### src/rtl/wave_meas.sv
// ADC return-path measurement: locks onto a hysteretic rising crossing, then times n periods and tracks peaks.
// Define WAVE_MEAS_SUM_EN to add the sum_out / samp_cnt sample-accumulator outputs.
module wave_meas #(
  parameter int ND   = 14,
  parameter int NP   = 24,
  parameter int NC   = 8,
  parameter int HYST = 64
) (
  input  logic             clk,
  input  logic             rst,
  input  logic [ND-1:0]    adc_data,
  input  logic             adc_valid,
  input  logic             start,
  input  logic [ND-1:0]    thresh,
  input  logic [NC-1:0]    n_periods,
  output logic             busy,
  output logic             done,
  output logic             timeout,
  output logic [NP-1:0]    period_cyc,
  output logic [ND-1:0]    vmax,
  output logic [ND-1:0]    vmin
`ifdef WAVE_MEAS_SUM_EN
  ,
  output logic [ND+NP-1:0] sum_out,
  output logic [NP-1:0]    samp_cnt
`endif
);

  localparam logic [ND-1:0] HYST_N = ND'(HYST);
  localparam logic [ND:0]   HYST_X = {1'b0, HYST_N};
  localparam logic [ND:0]   DMAX_X = {1'b0, {ND{1'b1}}};

  typedef enum logic [1:0] {
    IDLE,
    ARM,
    MEAS,
    DONE
  } state_t;

  state_t state, state_nxt;

  logic [ND-1:0] hi_th, lo_th;
  logic [NC-1:0] n_lat;
  logic          low_seen;
  logic [ND-1:0] wmax, wmin;
  logic [NC-1:0] xcnt;
  logic [NP-1:0] cyc, timer;

`ifdef WAVE_MEAS_SUM_EN
  logic [ND+NP-1:0] sum_acc, sum_nxt;
  logic [NP-1:0]    cnt_acc, cnt_nxt;
`endif

  logic [ND:0]   th_up;
  logic [ND-1:0] hi_nxt, lo_nxt;
  logic          is_low, is_rise, tmr_max, last_cross;
  logic [NC-1:0] xcnt_inc;
  logic [NP-1:0] cyc_inc, timer_inc;
  logic [ND-1:0] max_nxt, min_nxt;

  // Saturated crossing levels derived from the requested threshold.
  always_comb begin
    th_up  = {1'b0, thresh} + HYST_X;
    hi_nxt = (th_up > DMAX_X) ? '1 : th_up[ND-1:0];
    lo_nxt = (thresh < HYST_N) ? '0 : thresh - HYST_N;
  end

  always_comb begin
    is_low     = adc_valid && (adc_data <= lo_th);
    is_rise    = adc_valid && low_seen && (adc_data >= hi_th);
    tmr_max    = (timer == '1);
    xcnt_inc   = xcnt + NC'(1);
    last_cross = is_rise && (xcnt_inc == n_lat);
    cyc_inc    = (cyc == '1) ? cyc : cyc + NP'(1);
    timer_inc  = (timer == '1) ? timer : timer + NP'(1);
    max_nxt    = (adc_valid && (adc_data > wmax)) ? adc_data : wmax;
    min_nxt    = (adc_valid && (adc_data < wmin)) ? adc_data : wmin;
  end

`ifdef WAVE_MEAS_SUM_EN
  always_comb begin
    sum_nxt = adc_valid ? sum_acc + (ND+NP)'(adc_data) : sum_acc;
    cnt_nxt = adc_valid ? cnt_acc + NP'(1) : cnt_acc;
  end
`endif

  always_ff @(posedge clk or posedge rst) begin
    if (rst) state <= IDLE;
    else     state <= state_nxt;
  end

  // Timeout wins over a crossing landing in the same cycle, so period_cyc never saturates.
  always_comb begin
    state_nxt = state;
    case (state)
      IDLE:    if (start) state_nxt = ARM;
      ARM: begin
        if (tmr_max)      state_nxt = DONE;
        else if (is_rise) state_nxt = MEAS;
      end
      MEAS:    if (tmr_max || last_cross) state_nxt = DONE;
      DONE:    state_nxt = IDLE;
      default: state_nxt = IDLE;
    endcase
  end

  always_ff @(posedge clk or posedge rst) begin
    if (rst) begin
      busy       <= 1'b0;
      done       <= 1'b0;
      timeout    <= 1'b0;
      period_cyc <= '0;
      vmax       <= '0;
      vmin       <= '0;
      hi_th      <= '0;
      lo_th      <= '0;
      n_lat      <= '0;
      low_seen   <= 1'b0;
      wmax       <= '0;
      wmin       <= '0;
      xcnt       <= '0;
      cyc        <= '0;
      timer      <= '0;
`ifdef WAVE_MEAS_SUM_EN
      sum_acc    <= '0;
      cnt_acc    <= '0;
      sum_out    <= '0;
      samp_cnt   <= '0;
`endif
    end else begin
      busy <= (state_nxt == ARM) || (state_nxt == MEAS);
      done <= (state_nxt == DONE);
      case (state)
        IDLE: begin
          if (start) begin
            hi_th    <= hi_nxt;
            lo_th    <= lo_nxt;
            n_lat    <= (n_periods == '0) ? NC'(1) : n_periods;
            low_seen <= 1'b0;
            wmax     <= '0;
            wmin     <= '1;
            xcnt     <= '0;
            cyc      <= '0;
            timer    <= '0;
            timeout  <= 1'b0;
`ifdef WAVE_MEAS_SUM_EN
            sum_acc  <= '0;
            cnt_acc  <= '0;
`endif
          end
        end
        ARM: begin
          timer <= timer_inc;
          if (tmr_max) begin
            timeout <= 1'b1;
          end else if (is_rise) begin
            low_seen <= 1'b0;
            cyc      <= '0;
            wmax     <= max_nxt;
            wmin     <= min_nxt;
`ifdef WAVE_MEAS_SUM_EN
            sum_acc  <= (ND+NP)'(adc_data);
            cnt_acc  <= NP'(1);
`endif
          end else if (is_low) begin
            low_seen <= 1'b1;
          end
        end
        MEAS: begin
          timer <= timer_inc;
          cyc   <= cyc_inc;
          wmax  <= max_nxt;
          wmin  <= min_nxt;
`ifdef WAVE_MEAS_SUM_EN
          sum_acc <= sum_nxt;
          cnt_acc <= cnt_nxt;
`endif
          if (is_rise) begin
            low_seen <= 1'b0;
            xcnt     <= xcnt_inc;
          end else if (is_low) begin
            low_seen <= 1'b1;
          end
          if (tmr_max) begin
            timeout <= 1'b1;
          end else if (last_cross) begin
            period_cyc <= cyc_inc;
            vmax       <= max_nxt;
            vmin       <= min_nxt;
`ifdef WAVE_MEAS_SUM_EN
            sum_out    <= sum_nxt;
            samp_cnt   <= cnt_nxt;
`endif
          end
        end
        default: ;
      endcase
    end
  end

endmodule

### config.mk
export PLATFORM = sky130hd
export DESIGN_NAME = wave_meas
export DESIGN_NICKNAME = d
export VERILOG_FILES = /design/src/rtl/wave_meas.sv
export SDC_FILE = /design/constraint.sdc
export NUM_CORES = 1
export LEC_CHECK = 0
export ABC_AREA = 1
export BUFFER_PORTS_ARGS = -buffer_cell sky130_fd_sc_hd__clkbuf_2
export CORE_ASPECT_RATIO = 1.2
export CORE_MARGIN = 2
export CORE_UTILIZATION = 40
export DETAILED_ROUTE_END_ITERATION = 8
export GPL_TIMING_DRIVEN = 1
export PLACE_DENSITY_LB_ADDON = 0.08
export SYNTH_ARGS = -nofsm -noshare
export SYNTH_HDL_FRONTEND = slang
export SYNTH_SLANG_ARGS = --single-unit
export TNS_END_PERCENT = 30
### constraint.sdc
create_clock -name clk -period 7.76 [get_ports clk]
set_clock_uncertainty 0.05 [all_clocks]
set_input_delay 1.94 -clock clk [delete_from_list [all_inputs] [get_ports clk]]
set_output_delay 1.94 -clock clk [all_outputs]
set_load 0.05 [all_outputs]
# Word level (Yosys, flattened, before mapping)
# Cells that the tools add are included.
# Widths: inputs -> output; s select.
[word_totals]
reg_bits = 178
out_inout_bits = 55
elab_cells = 99
[op_classes]
n_addsub = 5
magnitude_cmp = 6
n_eq_ne = 15
muxes = 35
n_bitwise = 1
n_reduce_logical = 21
[op_table]
columns = ["op", "count"]
rows = [
  ["$mux 14", 10],
  ["$mux 24", 5],
  ["$pmux 14 s3", 2],
  ["$pmux 24 s3", 1],
  ["$add 24x1->24 const B", 2],
  ["$eq 24x24->1 const B", 2],
  ["$pmux 24 s2", 1],
  ["$mux 8", 3],
  ["$pmux 8 s2", 1],
  ["$add 14x7->15 const B", 1],
  ["$gt 15x14->1 const B", 1],
  ["$reduce_and 3->1", 5],
  ["$ge 14x14->1", 1],
  ["$gt 14x14->1", 1],
  ["$le 14x14->1", 1],
  ["$lt 14x14->1", 1],
  ["$lt 14x7->1 const B", 1],
  ["$sub 14x7->14 const B", 1],
  ["$ne 2x2->1 const B", 5],
  ["$add 8x1->8 const B", 1],
  ["$eq 2x2->1 const B", 4],
  ["$eq 8x8->1", 1],
  ["$logic_not 8->1", 1],
  ["$mux 2", 4],
  ["15 further kinds", 27],
]

# Logic depth before layout (Yosys ltp)
# Gate-level depths: netlist of run 1.
[depth]
word_depth = 8
mapped_depth = 17
ltp_nobuf = 17

# Least setup slack after synthesis of run 1
# OpenSTA, ideal clock, no wires.
[synth_timing]
path_kind = "input to register"
from = "in adc_data[0]"
to = "reg xcnt[0]"
setup_ns = 0.131
arrival_time_ns = 3.437
t_required_ns = 7.579
setup_slack_ns = 4.142
cell_stages = 13
cell_sequence = "inv_1 ha_1 nand2_1 inv_1 o21ai_0 nand2_1 nand2_1 nand2_1 nand2_1 inv_2 o21ai_1 clkbuf_1 o21ai_0"
[synth_between]
elab_chain_cells = 4
[synth_lines]
columns = ["item", "line", "source"]
rows = [
  ["from (decl)", "11", "input logic [ND-1:0] adc_data,"],
  ["$ge 14x14->1", "70", "is_rise = adc_valid && low_seen && (adc_data >= hi_th);"],
  ["$logic_and 1x1->1", "70", ""],
  ["$ne 2x2->1 (no source line)", "--", ""],
  ["$reduce_and 3->1 (no source line)", "--", ""],
  ["to (signal assigned)", "180", "xcnt <= xcnt_inc;"],
  ["to (decl)", "46", "logic [NC-1:0] xcnt;"],
]
# No other way between the ends.
# A chain may end at the register's enable or synchronous reset.

# Worst setup path in the final report of run 1
[layout_timing]
from = "in adc_data[0]"
to = "reg vmax[8]"
[layout_between]
elab_chain_cells = 4
elab_cells_between_ends = 7
classes_between = "2 x order compare; 1 x mux; 4 x reduce/logical"
[layout_lines]
columns = ["item", "line", "source"]
rows = [
  ["$ge 14x14->1", "70", ""],
  ["$logic_and 1x1->1", "70", ""],
  ["$logic_and 1x1->1", "73", "last_cross = is_rise && (xcnt_inc == n_lat);"],
  ["$reduce_and 3->1 (no source line)", "--", ""],
  ["to (signal assigned)", "188", "vmax <= max_nxt;"],
  ["to (decl)", "20", "output logic [ND-1:0] vmax,"],
]
# Parallel ways exist; a longest one is shown, timed or not.

==> results of run 1 <==
-- cells by family (layout without fill, tap and decap cells) --
group                    after synthesis  count (layout)  share of synthesized area [%]
buffers and inverters                231             319                           8.95
adder cells (fa/ha/maj)               67              67                           7.85
AND/OR/NAND/NOR                      609             609                           24.5
flip-flops                           178             178                           41.7
XOR/XNOR                              38              38                           3.12
AO/OA/AOI/OAI                        252             252                           13.9
-- per-stage QoR --
stage	util (%)	power (mW)	area (um^2)	cells	worst slack, ns
3_5_place_dp	43.3	2.42	11400	1766	2.89
3_3_place_gp	43.3	2.40	11400	1766	2.97
2_1_floorplan	-	2.08	10700	1375	0.940
4_1_cts	45.5	3.30	11900	1798	3.35
6_report	45.5	3.26	11900	1798	3.36
5_1_grt	45.5	3.52	11900	1798	3.10
-- cell usage after synthesis, types with 3 or more instances --
library cell | instances | area, um^2
nand2_2 | 12 | 75.1
nand4_1 | 34 | 213
o22ai_1 | 15 | 93.8
inv_1 | 182 | 683
nand3b_1 | 3 | 22.5
buf_6 | 9 | 101
nand3_1 | 58 | 290
nor2_1 | 99 | 372
o21ai_0 | 106 | 531
o31ai_1 | 9 | 67.6
a21oi_1 | 63 | 315
nor2_2 | 7 | 43.8
dfrtp_1 | 178 | 4450
buf_2 | 17 | 85.1
inv_2 | 5 | 18.8
nand2_1 | 345 | 1290
clkbuf_1 | 17 | 63.8
or2_2 | 3 | 18.8
o21ai_1 | 8 | 40.0
xnor2_1 | 3 | 26.3
nor4_1 | 4 | 25.0
xor2_1 | 35 | 307
nor3_1 | 35 | 175
ha_1 | 67 | 838
o21ai_2 | 40 | 350
o21a_1 | 3 | 22.5
-- flip-flops by register name, summed over array words and instances (netlist names), 14 cells and up --
register / count
cyc: 24
timer: 24
wmax: 14
lo_th: 14
vmax: 14
period_cyc: 24
hi_th: 14
wmin: 14
vmin: 14
-- critical path, cell delays in order --
cell and delay, ns:
clkbuf_2 0.10, inv_1 0.10, ha_1 0.31, nand2_1 0.06, inv_1 0.03, o21ai_0 0.15
nand2_1 0.10, nand2_1 0.08, nand2_1 0.06, nand2_1 0.10, inv_2 0.15, nand4_1 0.13
buf_4 0.51, buf_4 0.64, nand2_1 0.15, o21ai_2 0.08
-- power by group --
| part | switching [mW] | internal [mW] |
|---|---|---|
| sequential | 0.0952 | 1.10 |
| clock | 0.406 | 0.467 |
| combinational | 0.851 | 0.343 |
| total | 1.35 | 1.91 |
-- layout make-up --
type | count | area share, %
timing repair buffer | 100 | 4.32
sequential | 178 | 37.3
clock inverter | 12 | 1.03
clock buffer | 20 | 3.82
multi-input combinational | 966 | 44.1
tap | 335 | 3.51
inverter | 187 | 5.92
-- worst paths after layout --
check                      cells past startpoint        endpoint      startpoint
setup / recovery                              16         vmax[8]     adc_data[0]
hold / removal                                 2  period_cyc[13]  period_cyc[13]
setup reg to reg                               9         vmax[8]        timer[0]
hold reg to reg                                2  period_cyc[13]  period_cyc[13]
max in group asynchronous                      3         wmax[2]             rst
min in group asynchronous                      2  period_cyc[16]             rst
-- metal layers --
layer,track usage (%),vias up
li1,-,4630
met3,2.84,19
met2,32.3,142
met5,0,-
met4,4.89,0
met1,28.5,4200
==> impl_metrics.ini, run 1 <==
[logic_synthesis]
synth-edff-count = 0
yosysWarnings = 0
yosysSeqAreaShare_pct = 41.7
synth_seq_cells = 178
synth.cell_area_um2 = 10700
synth_nets = 1482
synth.distinct_cells = 38
synth_cells = 1375
synthArstFlopShare_pct = 100
ys.flop_type = dfrtp_1
avgSynthCellArea_um2 = 7.77

[route]
wl_per_cell_um = 15.0
ant_nets = 0
wl_mm = 26.9
vias_per_cell = 5.00
wl_met3_um = 801
wl_met1_mm = 13.4
dr.max_layer_used = met4
route.detailed.drc = 0
vias = 8991
dr.pass1.iters = 5
route.met2.wl_mm = 12.5
drt_iter0_markers = 438

[layout]
fin_nets = 1557
multi_input_area_um2 = 5270
diodes = 0
fillerInstances = 2684
drive_above_1_share_pct = 14.1
final_cell_mix = nand2_1 (345), inv_1 (181), dfrtp_1 (178)
synthToLayoutAreaGrowth_pct = 11.8
final_common_cell = nand2_1
seq_area_um2 = 4450

[sta]
rsz0062_at_grt = no
whs_ns = 0.433
hold_viol = 0
setup_viol = 0
fmax_mhz = 227
slew_headroom_pct = 21.4
period_share_pct = 56.7
maxSlewViolCount = 0
fin_tns_setup_ns = 0
tightest_slew_ns = 1.18
finalCriticalPeriod_ns = 4.40

[run]
cap_viol_max_count = 0

[global_routing]
grt_pass1_wl_mm = 45.6
grt_overflow = 0
grt_max_degree = 77
antenna_found_initial = 0
grt_pass1_vias = 8804
grtUsageTotal_pct = 20.0

[placement]
io_buffers = 94
dp_hpwl_mm = 20.1
place_congestion = 0.890

[die]
die_h_um = 183
start_util_pct = 40.7
rows = 65
dieArea_um2 = 28000
core_um2 = 26300
die_width_um = 153
io_pins = 95

[critical_path]
crit_required_ns = 8.08
path_class = primary input to register
startpoint_type = primary input
r2r_setup_slack_ns = 4.46
critical_path_arrival_ns = 4.72
path_max_fanout = 52
end_kind = register

[power_and_ir_drop]
pwr_density_cell_nw_per_um2 = 273
power.leakage_nw = 5.94
ir_drop_v = 0.000193

[clock_network]
path_clk_slew_ns = 0.07
clock_path_buffers = 2
h-tree-depth = 4
cts_setup_buffers = 0
cts_sinks = 178
clock_latency_ns = 0.45
cts.repair.resized = 0
tritoncts = built
ctsHoldBuffers = 0
cts_inserted_buffers = 17
clock-root-buffer = clkbuf_16

[outcome]
outcome = completed

[worst_hold_path]
hold_class = register to register
Note: power is estimated with default switching activity, not from simulation.
==> inputs of run 2 (changes only) <==
==> constraint.sdc (replaced) <==
create_clock -name clk -period 4.4 [get_ports clk]
set_clock_uncertainty 0.05 [all_clocks]
set_input_delay 1.1 -clock clk [delete_from_list [all_inputs] [get_ports clk]]
set_output_delay 1.1 -clock clk [all_outputs]
set_load 0.05 [all_outputs]
==> impl_metrics.ini, run 2 (synthesis results as in run 1) <==
[layout]
fillerInstances = 2657
final_common_cell = nand2_1
final_cell_mix = nand2_1 (345), inv_1 (181), dfrtp_1 (178)
diodes = 0
finalNonFillerCells = 1807
top_regs = cyc x24, period_cyc x24, timer x24
synthToLayoutAreaGrowth_pct = 13.9
final_cell_area_um2 = 12200
multi_input_area_um2 = 5270
seq_area_um2 = 4450
drive_above_1_share_pct = 14.6
fin_nets = 1566

[die]
core_um2 = 26300
rows = 65
dieArea_um2 = 28000
io_pins = 95
start_util_pct = 40.7
die_h_um = 183
die_width_um = 153

[global_routing]
grt_max_degree = 65
grt_overflow = 0
grt_pass1_wl_mm = 44.5
antenna_found_initial = 0
grtUsageTotal_pct = 19.7
grt_pass1_vias = 8639

[run]
cap_viol_max_count = 0

[placement]
place_area_um2 = 11500
place_inst = 1775
dp_hpwl_mm = 20.1
place_congestion = 0.873
io_buffers = 94

[sta]
whs_ns = 0.432
finalCriticalPeriod_ns = 3.38
fmax_mhz = 296
slew_headroom_pct = 30.9
hold_viol = 0
fin_tns_setup_ns = 0
tightest_slew_ns = 1.03
period_share_pct = 76.7
rsz0062_at_grt = no
setup_viol = 0
maxSlewViolCount = 0

[route]
vias = 8955
ant_nets = 0
wl_per_cell_um = 14.8
drt_iter0_markers = 489
wl_mm = 26.7
vias_per_cell = 4.96
dr.pass1.iters = 5
route.detailed.drc = 0

[clock_network]
clock_latency_ns = 0.44
ctsHoldBuffers = 0
h-tree-depth = 4
path_clk_slew_ns = 0.07
tritoncts = built
clock-root-buffer = clkbuf_16
cts_inserted_buffers = 17
cts.repair.resized = 0
cts_setup_buffers = 0
cts_sinks = 178
clock_path_buffers = 2

[critical_path]
r2r_setup_slack_ns = 1.24
end_kind = register
crit_required_ns = 4.62
startpoint_type = primary input
path_class = primary input to register
critical_path_arrival_ns = 3.60
path_max_fanout = 23

[worst_hold_path]
hold_class = register to register

[power_and_ir_drop]
pwr_density_cell_nw_per_um2 = 488
ir_drop_v = 0.000352
power.leakage_nw = 6.05

[outcome]
outcome = completed
run 2: through the flow:
stage	worst slack, ns	utilization [%]	total power, mW
2_1_floorplan	0.969	-	3.67
3_3_place_gp	0.628	43.8	4.27
3_5_place_dp	0.570	43.8	4.29
4_1_cts	1.05	46.3	6.01
5_1_grt	0.714	46.3	6.42
6_report	1.02	46.3	5.93
run 2: layout make-up:
type | count | area share, %
inverters | 187 | 5.80
clock inverters | 10 | 1.40
flip-flops and latches | 178 | 36.6
multi-input cells | 966 | 43.3
clock buffers | 22 | 3.98
well taps | 335 | 3.45
repair buffers | 109 | 5.41
run 2: worst max-delay path: stages:
cell and delay [ns]:
clkbuf_2 0.16, ha_1 0.33, nand2_1 0.06, inv_1 0.05, nand3_1 0.07, a21oi_1 0.13, nor2_1 0.05, nand2_1 0.08
nand2_1 0.09, nand2_1 0.10, nand2_2 0.31, nor2_1 0.90, a21oi_1 0.16
run 2: path summary, 6_finish.rpt:
check | startpoint | to | cells after the start
max in group asynchronous | rst | timer[2] | 3
min in group asynchronous | rst | vmax[6] | 2
min | period_cyc[2] | period_cyc[2] | 2
min reg2reg | period_cyc[2] | period_cyc[2] | 2
max | adc_data[13] | wmin[4] | 13
max reg2reg | state[0] | vmin[6] | 12
run 2: power by group:
group          switching [mW]  internal, mW  leakage, nW  total [mW]
sequential              0.162          1.93         2.32        2.10
clock                   0.681          1.02        0.319        1.70
combinational            1.50         0.640         3.41        2.14
run 2: metal layers:
| metal | part of all wire, % | track usage [%] |
|---|---|---|
| met3 | 3.3 | 3.19 |
| met5 | 0 | 0 |
| met1 | 50 | 27.8 |
| met2 | 46 | 31.9 |
| met4 | 1.1 | 4.37 |
